===== config.mk =====
export PLATFORM = sky130hd
export DESIGN_NAME = ahb_bus_arbiter_flat
export DESIGN_NICKNAME = d
export VERILOG_FILES = /design/src/rtl/ahb_bus_arbiter_if.sv /design/src/rtl/ahb_bus_arbiter.sv /design/src/flat_wrapper.sv
export SDC_FILE = /design/constraint.sdc
export NUM_CORES = 1
export LEC_CHECK = 0
export ABC_CLOCK_PERIOD_IN_PS = 1800
export BUFFER_PORTS_ARGS = -buffer_cell sky130_fd_sc_hd__buf_4
export CAP_MARGIN = 20
export CELL_PAD_IN_SITES_DETAIL_PLACEMENT = 0
export CELL_PAD_IN_SITES_GLOBAL_PLACEMENT = 2
export CORE_MARGIN = 2
export CORE_UTILIZATION = 30
export CTS_CLUSTER_DIAMETER = 120
export DETAILED_ROUTE_END_ITERATION = 10
export GPL_TIMING_DRIVEN = 0
export PLACE_DENSITY_LB_ADDON = 0.15
export SLEW_MARGIN = 0
export SYNTH_ARGS = -nofsm -noshare
export SYNTH_HDL_FRONTEND = slang
export SYNTH_SLANG_ARGS = --single-unit
export TNS_END_PERCENT = 10

===== constraint.sdc =====
create_clock -name hclk -period 1.8 [get_ports hclk]
set_input_delay 0.18 -clock hclk [delete_from_list [all_inputs] [get_ports hclk]]
set_output_delay 0.18 -clock hclk [all_outputs]
set_load 0.05 [all_outputs]

===== src/rtl/ahb_bus_arbiter_if.sv =====
// Arbitration signal bundle between the AHB masters and the bus arbiter.
// The arbiter connects through the slave modport; the bus-master side uses master.
interface ahb_bus_arbiter_if #(
    parameter int unsigned NUM_MASTERS = 3
) ();
    logic [NUM_MASTERS-1:0] hbusreq;
    logic [NUM_MASTERS-1:0] hlock;
    logic [1:0]             htrans;
    logic [2:0]             hburst;
    logic                   hready;
    logic                   hresp;
    logic [NUM_MASTERS-1:0] hgrant;
    logic [1:0]             hmaster;
    logic                   hmastlock;

    modport slave (
        input  hbusreq, hlock, htrans, hburst, hready, hresp,
        output hgrant, hmaster, hmastlock
    );

    modport master (
        output hbusreq, hlock, htrans, hburst, hready, hresp,
        input  hgrant, hmaster, hmastlock
    );
endinterface


===== src/rtl/ahb_bus_arbiter.sv =====
// Round-robin AHB bus arbiter with burst tracking, locked transfers and a default master 0.
// Grants only change at accepted beats that end a burst (or in idle arbitration).
module ahb_bus_arbiter #(
    parameter int unsigned NUM_MASTERS = 3
) (
    input logic               hclk,
    input logic               reset,
    ahb_bus_arbiter_if.slave  bus
);

    typedef enum logic [1:0] {StArb, StBurst, StIncr} state_e;

    localparam logic [1:0] TrIdle = 2'b00;
    localparam logic [1:0] TrBusy = 2'b01;
    localparam logic [1:0] TrNseq = 2'b10;
    localparam logic [1:0] TrSeq  = 2'b11;

    state_e                 state_q, state_d;
    logic [3:0]             beats_left_q, beats_left_d;
    logic [1:0]             rr_ptr_q, rr_ptr_d;
    logic [1:0]             grant_idx_q, grant_idx_d;
    logic [NUM_MASTERS-1:0] grant_q, grant_d;
    logic [1:0]             hmaster_q;
    logic                   hmastlock_q;

    logic                   owner_req, owner_lock;
    logic                   rearb;
    logic                   win_found;
    logic [1:0]             win;
    logic [2:0]             cand;
    logic [3:0]             fixed_len;
    state_e                 start_state;
    logic [3:0]             start_left;

    // The owner is the currently granted master; its request/lock drive burst end and hold.
    assign owner_req  = bus.hbusreq[grant_idx_q];
    assign owner_lock = bus.hlock[grant_idx_q];

    // Outcome of a NON_SEQ starting a new transfer, whatever state we are in.
    always_comb begin
        fixed_len = 4'd0;
        case (bus.hburst[2:1])
            2'b01:   fixed_len = 4'd3;
            2'b10:   fixed_len = 4'd7;
            2'b11:   fixed_len = 4'd15;
            default: fixed_len = 4'd0;
        endcase
        start_state = StArb;
        start_left  = 4'd0;
        if (bus.htrans == TrNseq) begin
            if (bus.hburst[2:1] != 2'b00) begin
                start_state = StBurst;
                start_left  = fixed_len;
            end else if (bus.hburst[0]) begin
                start_state = StIncr;
            end
        end
    end

    always_comb begin
        state_d      = state_q;
        beats_left_d = beats_left_q;
        rearb        = 1'b0;
        if (bus.hready) begin
            case (state_q)
                StArb: begin
                    state_d      = start_state;
                    beats_left_d = start_left;
                end
                StBurst: begin
                    if (bus.hresp) begin
                        state_d      = StArb;
                        beats_left_d = 4'd0;
                    end else begin
                        case (bus.htrans)
                            TrSeq: begin
                                if (beats_left_q <= 4'd1) begin
                                    state_d      = StArb;
                                    beats_left_d = 4'd0;
                                end else begin
                                    beats_left_d = beats_left_q - 4'd1;
                                end
                            end
                            TrBusy: ;
                            TrIdle: begin
                                state_d      = StArb;
                                beats_left_d = 4'd0;
                            end
                            default: begin
                                state_d      = start_state;
                                beats_left_d = start_left;
                            end
                        endcase
                    end
                end
                StIncr: begin
                    if (bus.hresp) begin
                        state_d      = StArb;
                        beats_left_d = 4'd0;
                    end else if (!owner_req) begin
                        state_d = StArb;
                    end
                end
                default: begin
                    state_d      = StArb;
                    beats_left_d = 4'd0;
                end
            endcase
            rearb = (state_d == StArb) && !owner_lock;
        end
    end

    // Round-robin search starting at rr_ptr, wrapping modulo NUM_MASTERS.
    always_comb begin
        win_found = 1'b0;
        win       = 2'd0;
        cand      = 3'd0;
        for (int unsigned i = 0; i < NUM_MASTERS; i++) begin
            cand = {1'b0, rr_ptr_q} + 3'(i);
            if (cand >= 3'(NUM_MASTERS)) begin
                cand = cand - 3'(NUM_MASTERS);
            end
            if (!win_found && bus.hbusreq[cand[1:0]]) begin
                win_found = 1'b1;
                win       = cand[1:0];
            end
        end
    end

    always_comb begin
        grant_idx_d = grant_idx_q;
        rr_ptr_d    = rr_ptr_q;
        if (rearb) begin
            if (win_found) begin
                grant_idx_d = win;
                rr_ptr_d    = (win == 2'(NUM_MASTERS - 1)) ? 2'd0 : win + 2'd1;
            end else begin
                grant_idx_d = 2'd0;
            end
        end
        grant_d = NUM_MASTERS'(1) << grant_idx_d;
    end

    always_ff @(posedge hclk or negedge reset) begin
        if (!reset) begin
            state_q      <= StArb;
            beats_left_q <= 4'd0;
            rr_ptr_q     <= 2'd1;
            grant_idx_q  <= 2'd0;
            grant_q      <= NUM_MASTERS'(1);
            hmaster_q    <= 2'd0;
            hmastlock_q  <= 1'b0;
        end else begin
            state_q      <= state_d;
            beats_left_q <= beats_left_d;
            rr_ptr_q     <= rr_ptr_d;
            grant_idx_q  <= grant_idx_d;
            grant_q      <= grant_d;
            if (bus.hready) begin
                hmaster_q   <= grant_idx_q;
                hmastlock_q <= owner_lock;
            end
        end
    end

    assign bus.hgrant    = grant_q;
    assign bus.hmaster   = hmaster_q;
    assign bus.hmastlock = hmastlock_q;

endmodule


===== src/flat_wrapper.sv =====
// flat-port wrapper written by rule: the top's interface ports become plain ports
module ahb_bus_arbiter_flat 
#(
    parameter int unsigned NUM_MASTERS = 3
)
  (hclk, reset, bus_hbusreq, bus_hlock, bus_htrans, bus_hburst, bus_hready, bus_hresp, bus_hgrant, bus_hmaster, bus_hmastlock);
  ahb_bus_arbiter_if #(.NUM_MASTERS(NUM_MASTERS)) bus_i ();
  input logic hclk;
  input logic reset;
  input wire logic [$bits(bus_i.hbusreq)-1:0] bus_hbusreq;
  input wire logic [$bits(bus_i.hlock)-1:0] bus_hlock;
  input wire logic [$bits(bus_i.htrans)-1:0] bus_htrans;
  input wire logic [$bits(bus_i.hburst)-1:0] bus_hburst;
  input wire logic [$bits(bus_i.hready)-1:0] bus_hready;
  input wire logic [$bits(bus_i.hresp)-1:0] bus_hresp;
  output wire logic [$bits(bus_i.hgrant)-1:0] bus_hgrant;
  output wire logic [$bits(bus_i.hmaster)-1:0] bus_hmaster;
  output wire logic [$bits(bus_i.hmastlock)-1:0] bus_hmastlock;
  assign bus_i.hbusreq = bus_hbusreq;
  assign bus_i.hlock = bus_hlock;
  assign bus_i.htrans = bus_htrans;
  assign bus_i.hburst = bus_hburst;
  assign bus_i.hready = bus_hready;
  assign bus_i.hresp = bus_hresp;
  assign bus_hgrant = bus_i.hgrant;
  assign bus_hmaster = bus_i.hmaster;
  assign bus_hmastlock = bus_i.hmastlock;
  ahb_bus_arbiter #(.NUM_MASTERS(NUM_MASTERS)) u_core (.hclk(hclk), .reset(reset), .bus(bus_i));
endmodule

==> results of run 1 <==
## path summary, 6_finish.rpt
kind | slack (ps) | startpoint | endpoint
setup / recovery | -40 | u_core.beats_left_q[0] | u_core.grant_idx_q[1]
hold / removal | 270 | bus_hburst[1] | u_core.beats_left_q[3]
setup reg to reg | -40 | u_core.beats_left_q[0] | u_core.grant_idx_q[1]
hold reg to reg | 490 | u_core.bus.hmastlock | u_core.bus.hmastlock
max in group asynchronous | 1230 | reset | u_core.bus.hgrant[0]
min in group asynchronous | 320 | reset | u_core.bus.hgrant[1]
## layer usage
layer / part of all wire [%] / GRT usage, %
met2: 54 / 23.20
met5: 0 / 0
met1: 43 / 15.12
met4: 0.34 / 2.394
met3: 3.1 / 3.299
## critical path, delay by kind of cell (launching register included)
kind	cells	cell delay [ps]
simple gates	3	650
flops	1	420
compound gates	1	260
fa+ha+maj	1	160
mux	1	160
buf+inv	1	70
## cell type report
| cell class | count | area, um^2 |
|---|---|---|
| buffer | 1 | 3.754 |
| timing repair buffer | 21 | 160.2 |
| clock buffer | 4 | 55.05 |
| fill | 388 | 2213 |
| multi-input combinational | 83 | 658.1 |
| sequential | 16 | 402.9 |
| inverter | 14 | 52.55 |
| tap | 48 | 60.06 |
## logic make-up after synthesis
logic type / Yosys count
buf+inv: 16
compound gates: 33
xor+xnor: 1
mux: 9
simple gates: 31
fa+ha+maj: 9
flops: 16
## sequential cells by signal (all words and copies together) (netlist names)
signal	cells
u_core.rr_ptr_q	2
u_core.bus.hmastlock	1
u_core.beats_left_q	4
u_core.grant_idx_q	2
u_core.bus.hgrant	3
u_core.state_q	2
u_core.bus.hmaster	2
## cells in the mapped netlist (2+ instances only)
cell | instances | area, um^2
a21oi_1 | 4 | 20.02
a22o_1 | 2 | 17.52
clkbuf_1 | 2 | 7.510
dfrtp_1 | 14 | 350.3
dfstp_2 | 2 | 52.55
ha_1 | 8 | 100.1
inv_1 | 14 | 52.55
mux2_2 | 2 | 22.52
mux2i_1 | 7 | 70.07
nand2_1 | 8 | 30.03
nand2b_1 | 3 | 18.77
nand3_1 | 2 | 10.01
nor2_1 | 10 | 37.54
nor3_1 | 2 | 10.01
o211ai_1 | 3 | 22.52
o21a_1 | 2 | 15.01
o21ai_0 | 4 | 20.02
o21ai_1 | 2 | 10.01
## per-stage QoR
step           cells  util, %  hold slack, ps  cell area, um^2
2_1_floorplan    115        -          -115.6             1115
3_3_place_gp     182    36.54           50.07             1318
3_5_place_dp     182    36.54           51.15             1318
4_1_cts          188    38.72           269.2             1396
5_1_grt          187    38.62           313.1             1393
6_report         187    38.62           268.1             1393
## power by group through the flow
| stage | combinational [mW] | clock [mW] | sequential (mW) |
|---|---|---|---|
| 3_5_place_dp | 0.902 | 0 | 0.585 |
| 2_1_floorplan | 0.463 | 0 | 0.769 |
| 6_report | 0.922 | 0.308 | 0.577 |
| 3_3_place_gp | 0.893 | 0 | 0.584 |
| 5_1_grt | 1.01 | 0.337 | 0.597 |
| 4_1_cts | 0.936 | 0.323 | 0.580 |
## timing repair
action	4_1_cts	5_1_grt
setup buffers	1	0
pin swaps	2	0
endpoints found under the hold margin	14	0
setup endpoints to repair	7	7
gates resized for setup	2	1
hold buffers	1	0
==> reports/summary.txt, run 1 <==
GRT overflow -> 0
Crit path largest cell delay -> 430 ps
RSZ-0062 raised after global routing -> true
PortBufs -> 19
drt pass-1 iters -> 4
Combinational Power Share -> 51.0%
die footprint -> 0.004220 mm^2
cells along the critical path -> inv_1, ha_1, nor2_1, or4_4, a31oi_4, nand3b_4, mux2i_1
first-pass GRT wire length -> 4.188 mm
area grow syn2layout -> 24.92%
Die Ht -> 64.96 um
leading cell types in the layout, fill and taps excluded -> buf_4 (20), dfrtp_1 (14), inv_1 (13), nor2_1 (10), nand2_1 (8)
clk_lat worst skew -> 250 ps
final wirelength -> 2.370 mm
Post-Syn Area -> 0.001115 mm^2
mux cell area share after synthesis -> 8.305%
CTS max path bufs -> 2
register area share after synthesis -> 36.14%
minimum clock period after layout -> 1838 ps
Clock Sinks -> 16
Worst Setup End Kind -> flop
WL per Instance -> 12.67 um
Leak -> 0.6715 nW
setup TNS -> -152.5 ps
largest family of logic cells by synthesized area -> compound AO/OA/AOI/OAI gates
status -> finished, violations left
YS warnings -> 0
# IOs -> 21
Sw Ratio -> 42.01%
class of the worst hold path -> in -> reg
fin. max-slew vios -> 0
synthesized flop and latch total -> 16
number of cells on the worst reg-to-reg path -> 7
Power, Total -> 1.807 mW
drt initial violations -> 43
Final Hold Viols -> 0
Final Wtd Congestion -> 0.7563
Fin Clk Skew -> 4.295 ps
Max-Cap Viols -> 0
syn avg cell area -> 9.694 um^2
initial antenna violation count -> 0
clock root buffer -> clkbuf_8
complex-gate fraction of the synthesized area -> 23.46%
hold path cells -> 3
Data required, critical path -> 1920 ps
Psw -> 0.7590 mW
crit path DAT -> 1950 ps
Clock transition at path regs -> 60 ps
Initial Utilization -> 30.92%
Max VDD drop -> 0.8673 mV
CP max stage cell -> or4_4
antenna viol nets, final -> 0
Die Span X -> 64.96 um
area share of and/or/nand/nor cells after synthesis -> 16.05%
Max Freq -> 544.1 MHz
Int Pwr -> 1.048 mW
pwr dens -> 1297 mW/mm^2
# rows -> 22
clock power share -> 17.1%
total CTS buffers -> 3
CTS tree -> built
Setup WS post-layout -> -37.96 ps
Reg power frac -> 31.9%
Primary FF master, synth -> dfrtp_1
worst-margin pin slew -> 460.4 ps
Post-synth EDFFs -> 0
# DRC -> 0
vias in the first global route -> 950
Yosys cell types -> 42
# diodes -> 0
Nets -> 163
via count -> 927
Crit Path Category -> reg -> reg
post-route clock period utilization -> 102.1%
Synth Area in Adders -> 9.877%
Placement Setup Slack -> -168.8 ps
commonest non-fill, non-tap cell in the layout -> buf_4
total track usage -> 12.77%
Mapped Cells -> 115
CP Launch Type -> flop
largest net degree at the start of global routing -> 17
htree depth -> 1
Max-slew headroom -> 69.10%
failing checks -> setup timing
Syn Nets -> 138
total core area -> 0.003606 mm^2
XOR/XNOR Fraction of Synth Area -> 0.7856%
setup violators final -> 7
post-DP HPWL -> 1.927 mm
asr flop ratio synth -> 100.0%
Worst Path Max Fanout -> 6
layout cells sized above 1 -> 27.34%
Vias/cell -> 4.957
(Power assumes the default switching activity.)
==> run 2: changes to the inputs <==
Settings changed: RECOVER_POWER set to 50.
==> run 2 against run 1 <==
Effect of this change: the flow still finishes with violations (setup timing); global-route usage stayed put; clock power hardly changed; die area unchanged; flip-flop and latch count is the same; via count increased by 0.97%; clock skew about the same; sequential power about the same; utilization shrank 0.10 points.
==> reports/summary.txt, run 2 (synthesis gave the netlist of run 1 again) <==
PortBufs -> 19 (unchanged)
drt pass-1 iters -> 4 (unchanged)
number of cells on the worst reg-to-reg path -> 7 (unchanged)
Data required, critical path -> 1920 ps (about the same)
Fin Clk Skew -> 4.631 ps (+0.3360 ps)
Final Hold Viols -> 0 (unchanged)
setup violators final -> 6 (-1)
Die Ht -> 64.96 um (unchanged)
initial antenna violation count -> 0 (unchanged)
commonest non-fill, non-tap cell in the layout -> buf_4
Leak -> 0.6679 nW (-0.54%)
CTS max path bufs -> 2 (unchanged)
Crit Path Category -> reg -> reg
Placed Instances -> 182 (unchanged)
Max Freq -> 545.9 MHz (+0.34%)
RSZ-0062 raised after global routing -> true
r2r setup slk -> -30 ps (about the same)
minimum clock period after layout -> 1832 ps (-6.146 ps)
total CTS buffers -> 3 (unchanged)
Hold Path Sink -> u_core.beats_left_q[3]
worst-margin pin slew -> 849.8 ps (+389.5 ps)
Worst Path Max Fanout -> 6 (unchanged)
# diodes -> 0 (unchanged)
via count -> 936 (+0.97%)
GRT overflow -> 0 (unchanged)
largest register by flop count -> u_core.beats_left_q
Max-Cap Viols -> 0 (unchanged)
Clock Sinks -> 16 (unchanged)
# IOs -> 21 (unchanged)
post-DP HPWL -> 1.927 mm (unchanged)
# rows -> 22 (unchanged)
Worst Setup End Kind -> flop
clk_lat worst skew -> 250 ps (about the same)
# DRC -> 0 (unchanged)
hold path cells -> 3 (unchanged)
Setup WS post-layout -> -31.81 ps (+6.146 ps)
area grow syn2layout -> 24.58%
first-pass GRT wire length -> 4.188 mm (unchanged)
vias in the first global route -> 950 (unchanged)
layout cells sized above 1 -> 26.62% (-0.72 points)
WL per Instance -> 12.71 um (+0.30%)
CP Launch Type -> flop
htree depth -> 1 (unchanged)
class of the worst hold path -> in -> reg
Clock transition at path regs -> 60 ps (about the same)
Post-DP Area -> 0.001318 mm^2 (unchanged)
design area -> 0.001389 mm^2 (-0.27%)
Worst R2R End -> u_core.grant_idx_q[1]
drt initial violations -> 38 (-12%)
Die Span X -> 64.96 um (unchanged)
Final Wtd Congestion -> 0.7563 (unchanged)
Max-slew headroom -> 43.35% (-26 points)
min-delay src -> bus_hburst[1]
Power, Total -> 1.806 mW (about the same)
fin. max-slew vios -> 0 (unchanged)
failing checks -> setup timing
final wirelength -> 2.377 mm (+0.30%)
Initial Utilization -> 30.92% (unchanged)
clock root buffer -> clkbuf_8
Util after Layout -> 38.51% (-0.10 points)
antenna viol nets, final -> 0 (unchanged)
status -> finished, violations left
critical register-to-register path startpoint -> u_core.beats_left_q[0]
Post-Layout Cell Count -> 187 (unchanged)
leading cell types in the layout, fill and taps excluded -> buf_4 (19), dfrtp_1 (14), inv_1 (13), nor2_1 (10), nand2_1 (8)
max FFs per register -> 4 (unchanged)
largest net degree at the start of global routing -> 17 (unchanged)
CTS tree -> built
Vias/cell -> 5.005 (+0.97%)
Nets -> 163 (unchanged)
worst hold slack -> 271.9 ps (+3.785 ps)
Placement Setup Slack -> -168.8 ps (unchanged)
pwr dens -> 1301 mW/mm^2 (+0.26%)
setup TNS -> -113.5 ps (+38.95 ps)
total track usage -> 12.77% (unchanged)
fillers -> 390 (+0.52%)
Max VDD drop -> 0.8677 mV (about the same)
total core area -> 0.003606 mm^2 (unchanged)
die footprint -> 0.004220 mm^2 (unchanged)
crit path DAT -> 1950 ps (about the same)
post-route clock period utilization -> 101.8% (-0.34 points)
-- run 2: changes by cell type in the layout (fill, tap and decap cells not counted), sizes merged --
| cell | before | now |
|---|---|---|
| buf | 20 | 19 |
| clkbuf | 5 | 6 |
-- run 2: final cells by class --
cell class	instances	area, um^2	share of cell area [%]
Multi-Input combinational cell	83	658.1	47.39
Sequential cell	16	402.9	29.01
Clock buffer	4	55.05	3.964
Timing Repair Buffer	21	156.4	11.26
Tap cell	48	60.06	4.324
Buffer	1	3.754	0.2703
Inverter	14	52.55	3.784
-- run 2: per-layer routing --
layer / vias to the layer above / share of wire, % / track usage [%]
li1: 463 / - / -
met1: 454 / 42 / 15.12
met2: 17 / 53 / 23.20
met3: 2 / 3.7 / 3.299
met4: 0 / 0.34 / 2.394
met5: - / 0 / 0
-- run 2: timing repair --
item / 4_1_cts / 5_1_grt
hold buffers: 1 / 0
pin swaps: 2 / 0
endpoints found under the hold margin: 14 / 0
setup buffers: 1 / 0
setup endpoints to repair: 7 / 7
resized for setup: 2 / 1
-- run 2: power breakdown --
part | leakage (nW) | internal (mW) | switching, mW | total [mW]
clock | 0.0288 | 0.194 | 0.115 | 0.309
sequential | 0.203 | 0.486 | 0.0896 | 0.576
combinational | 0.436 | 0.367 | 0.555 | 0.922
-- run 2: how the worst max path moves through the flow --
stage,start,end,slack (ps),cells after the start
floorplan,u_core.rr_ptr_q[0],u_core.bus.hgrant[0],70,7
global placement,u_core.rr_ptr_q[0],u_core.bus.hgrant[0],-140,6
detailed placement,u_core.rr_ptr_q[0],u_core.bus.hgrant[0],-170,6
CTS,u_core.beats_left_q[0],u_core.bus.hgrant[2],-60,7
global route,u_core.beats_left_q[0],u_core.bus.hgrant[2],-120,7
finish,u_core.beats_left_q[0],u_core.grant_idx_q[1],-30,7
-- run 2: critical path, stage by stage, from the launching register on --
cell and delay (ps):
dfrtp_1 410, inv_1 70, ha_1 160, nor2_1 60
or4_4 430, a31oi_4 260, nand3b_4 160, mux2i_1 160
==> run 3: changes to the inputs <==
Settings changed: SKIP_CTS_REPAIR_TIMING set to 1.
==> run 3 against run 2 <==
Effect of this change: the run still ends with setup timing left; via count shrank 1.6%; sequential power barely moved; combinational power grew 1%; critical path depth is the same; count of clock-buffer cells in the layout unchanged; maximum frequency about the same; cell count unchanged; flip-flop and latch count did not move; setup slack worse by 0.80 ps; highest routed layer unchanged.
==> reports/summary.txt, run 3 (synthesis gave the netlist of run 1 again) <==
GRT overflow -> 0 (unchanged)
final wirelength -> 2.380 mm (+0.13%)
clock root buffer -> clkbuf_8
largest register by flop count -> u_core.beats_left_q
max FFs per register -> 4 (unchanged)
WL per Instance -> 12.73 um (+0.13%)
largest net degree at the start of global routing -> 17 (unchanged)
status -> finished, violations left
total CTS buffers -> 3 (unchanged)
vias in the first global route -> 944 (-0.63%)
setup violators final -> 6 (unchanged)
design area -> 0.001398 mm^2 (+0.63%)
PortBufs -> 19 (unchanged)
area grow syn2layout -> 25.36%
pwr dens -> 1299 mW/mm^2 (-0.17%)
Final Hold Viols -> 0 (unchanged)
Max-Cap Viols -> 0 (unchanged)
min-delay src -> bus_hburst[1]
Vias/cell -> 4.925 (-1.6%)
# IOs -> 21 (unchanged)
clk_lat worst skew -> 250 ps (about the same)
antenna viol nets, final -> 0 (unchanged)
hold path cells -> 3 (unchanged)
r2r setup slk -> -30 ps (about the same)
Initial Utilization -> 30.92% (unchanged)
class of the worst hold path -> in -> reg
total core area -> 0.003606 mm^2 (unchanged)
Worst Path Max Fanout -> 6 (unchanged)
minimum clock period after layout -> 1833 ps (+0.7996 ps)
post-route clock period utilization -> 101.8% (about the same)
CTS tree -> built
Hold Path Sink -> u_core.beats_left_q[3]
leading cell types in the layout, fill and taps excluded -> buf_4 (19), inv_1 (14), dfrtp_1 (14), nor2_1 (10), nand2_1 (8)
first-pass GRT wire length -> 4.133 mm (-1.3%)
Clock transition at path regs -> 60 ps (about the same)
# DRC -> 0 (unchanged)
failing checks -> setup timing
multi-input logic area -> 666.9 um^2 (+1.3%)
via count -> 921 (-1.6%)
# rows -> 22 (unchanged)
number of cells on the worst reg-to-reg path -> 7 (unchanged)
worst-margin pin slew -> 827.8 ps (-21.99 ps)
post-DP HPWL -> 1.927 mm (unchanged)
Worst Setup End Kind -> flop
Final Wtd Congestion -> 0.7563 (unchanged)
Fin Clk Skew -> 4.147 ps (-0.4837 ps)
commonest non-fill, non-tap cell in the layout -> buf_4
Setup WS post-layout -> -32.61 ps (-0.7996 ps)
htree depth -> 1 (unchanged)
Max VDD drop -> 0.8662 mV (-0.18%)
fillers -> 390 (unchanged)
RSZ-0062 raised after global routing -> true
Post-DP Area -> 0.001318 mm^2 (unchanged)
Leak -> 0.6710 nW (+0.47%)
# diodes -> 0 (unchanged)
die footprint -> 0.004220 mm^2 (unchanged)
Nets -> 163 (unchanged)
total track usage -> 12.62% (-0.15 points)
CP Launch Type -> flop
critical register-to-register path startpoint -> u_core.beats_left_q[0]
Worst R2R End -> u_core.grant_idx_q[1]
crit path DAT -> 1950 ps (about the same)
drt initial violations -> 47 (+24%)
Crit Path Category -> reg -> reg
layout cells sized above 1 -> 26.62% (unchanged)
fin. max-slew vios -> 0 (unchanged)
worst hold slack -> 268.1 ps (-3.804 ps)
Die Span X -> 64.96 um (unchanged)
drt pass-1 iters -> 4 (unchanged)
Max Freq -> 545.7 MHz (about the same)
CTS max path bufs -> 2 (unchanged)
Die Ht -> 64.96 um (unchanged)
register area -> 402.9 um^2 (unchanged)
initial antenna violation count -> 0 (unchanged)
Clock Sinks -> 16 (unchanged)
Max-slew headroom -> 44.81% (+1.5 points)
Data required, critical path -> 1920 ps (about the same)
run 3: where the power goes:
group          switching [mW]  total [mW]  internal (mW)
clock                   0.114       0.308          0.194
combinational           0.565       0.931          0.366
sequential             0.0892       0.576          0.486
run 3: through the flow:
| step | total power [mW] | setup slack [ps] | utilization, % | std cells | setup TNS (ps) |
|---|---|---|---|---|---|
| 6_report | 1.815 | -32.61 | 38.76 | 187 | -127.3 |
| 5_1_grt | 1.949 | -122.2 | 38.76 | 187 | -773.0 |
| 4_1_cts | 1.807 | -187.8 | 38.06 | 186 | -718.8 |
| 3_5_place_dp | 1.487 | -168.8 | 36.54 | 182 | -618.2 |
| 3_3_place_gp | 1.477 | -138.5 | 36.54 | 182 | -539.2 |
| 2_1_floorplan | 1.232 | 73.20 | - | 115 | 0 |
run 3: worst max-delay path by stage:
stage | from | endpoint | cells past startpoint
final | u_core.beats_left_q[0] | u_core.grant_idx_q[1] | 7
after detailed placement | u_core.rr_ptr_q[0] | u_core.bus.hgrant[0] | 6
after CTS | u_core.rr_ptr_q[0] | u_core.bus.hgrant[0] | 6
after floorplan | u_core.rr_ptr_q[0] | u_core.bus.hgrant[0] | 7
after global placement | u_core.rr_ptr_q[0] | u_core.bus.hgrant[0] | 6
after global routing | u_core.beats_left_q[0] | u_core.bus.hgrant[2] | 7
run 3: routing by layer:
| metal | part of all wire [%] | global-route usage, % |
|---|---|---|
| met5 | 0 | 0 |
| met4 | 0.34 | 2.394 |
| met3 | 3.1 | 3.299 |
| met2 | 53 | 23.07 |
| met1 | 43 | 14.79 |
run 3: area by class of cell:
type	count	share of cell area, %
clock buffers	4	3.939
plain buffers	1	0.2686
flip-flops and latches	16	28.83
repair buffers	21	11.19
multi-input cells	83	47.72
well taps	48	4.297
inverters	14	3.760
run 3: critical path, cell delays in order, from the launching register on:
cell      delay, ps
dfrtp_1         420
inv_1            70
ha_1            160
nor2_1           60
or4_4           430
a31oi_4         260
nand3b_4        160
mux2i_1         160
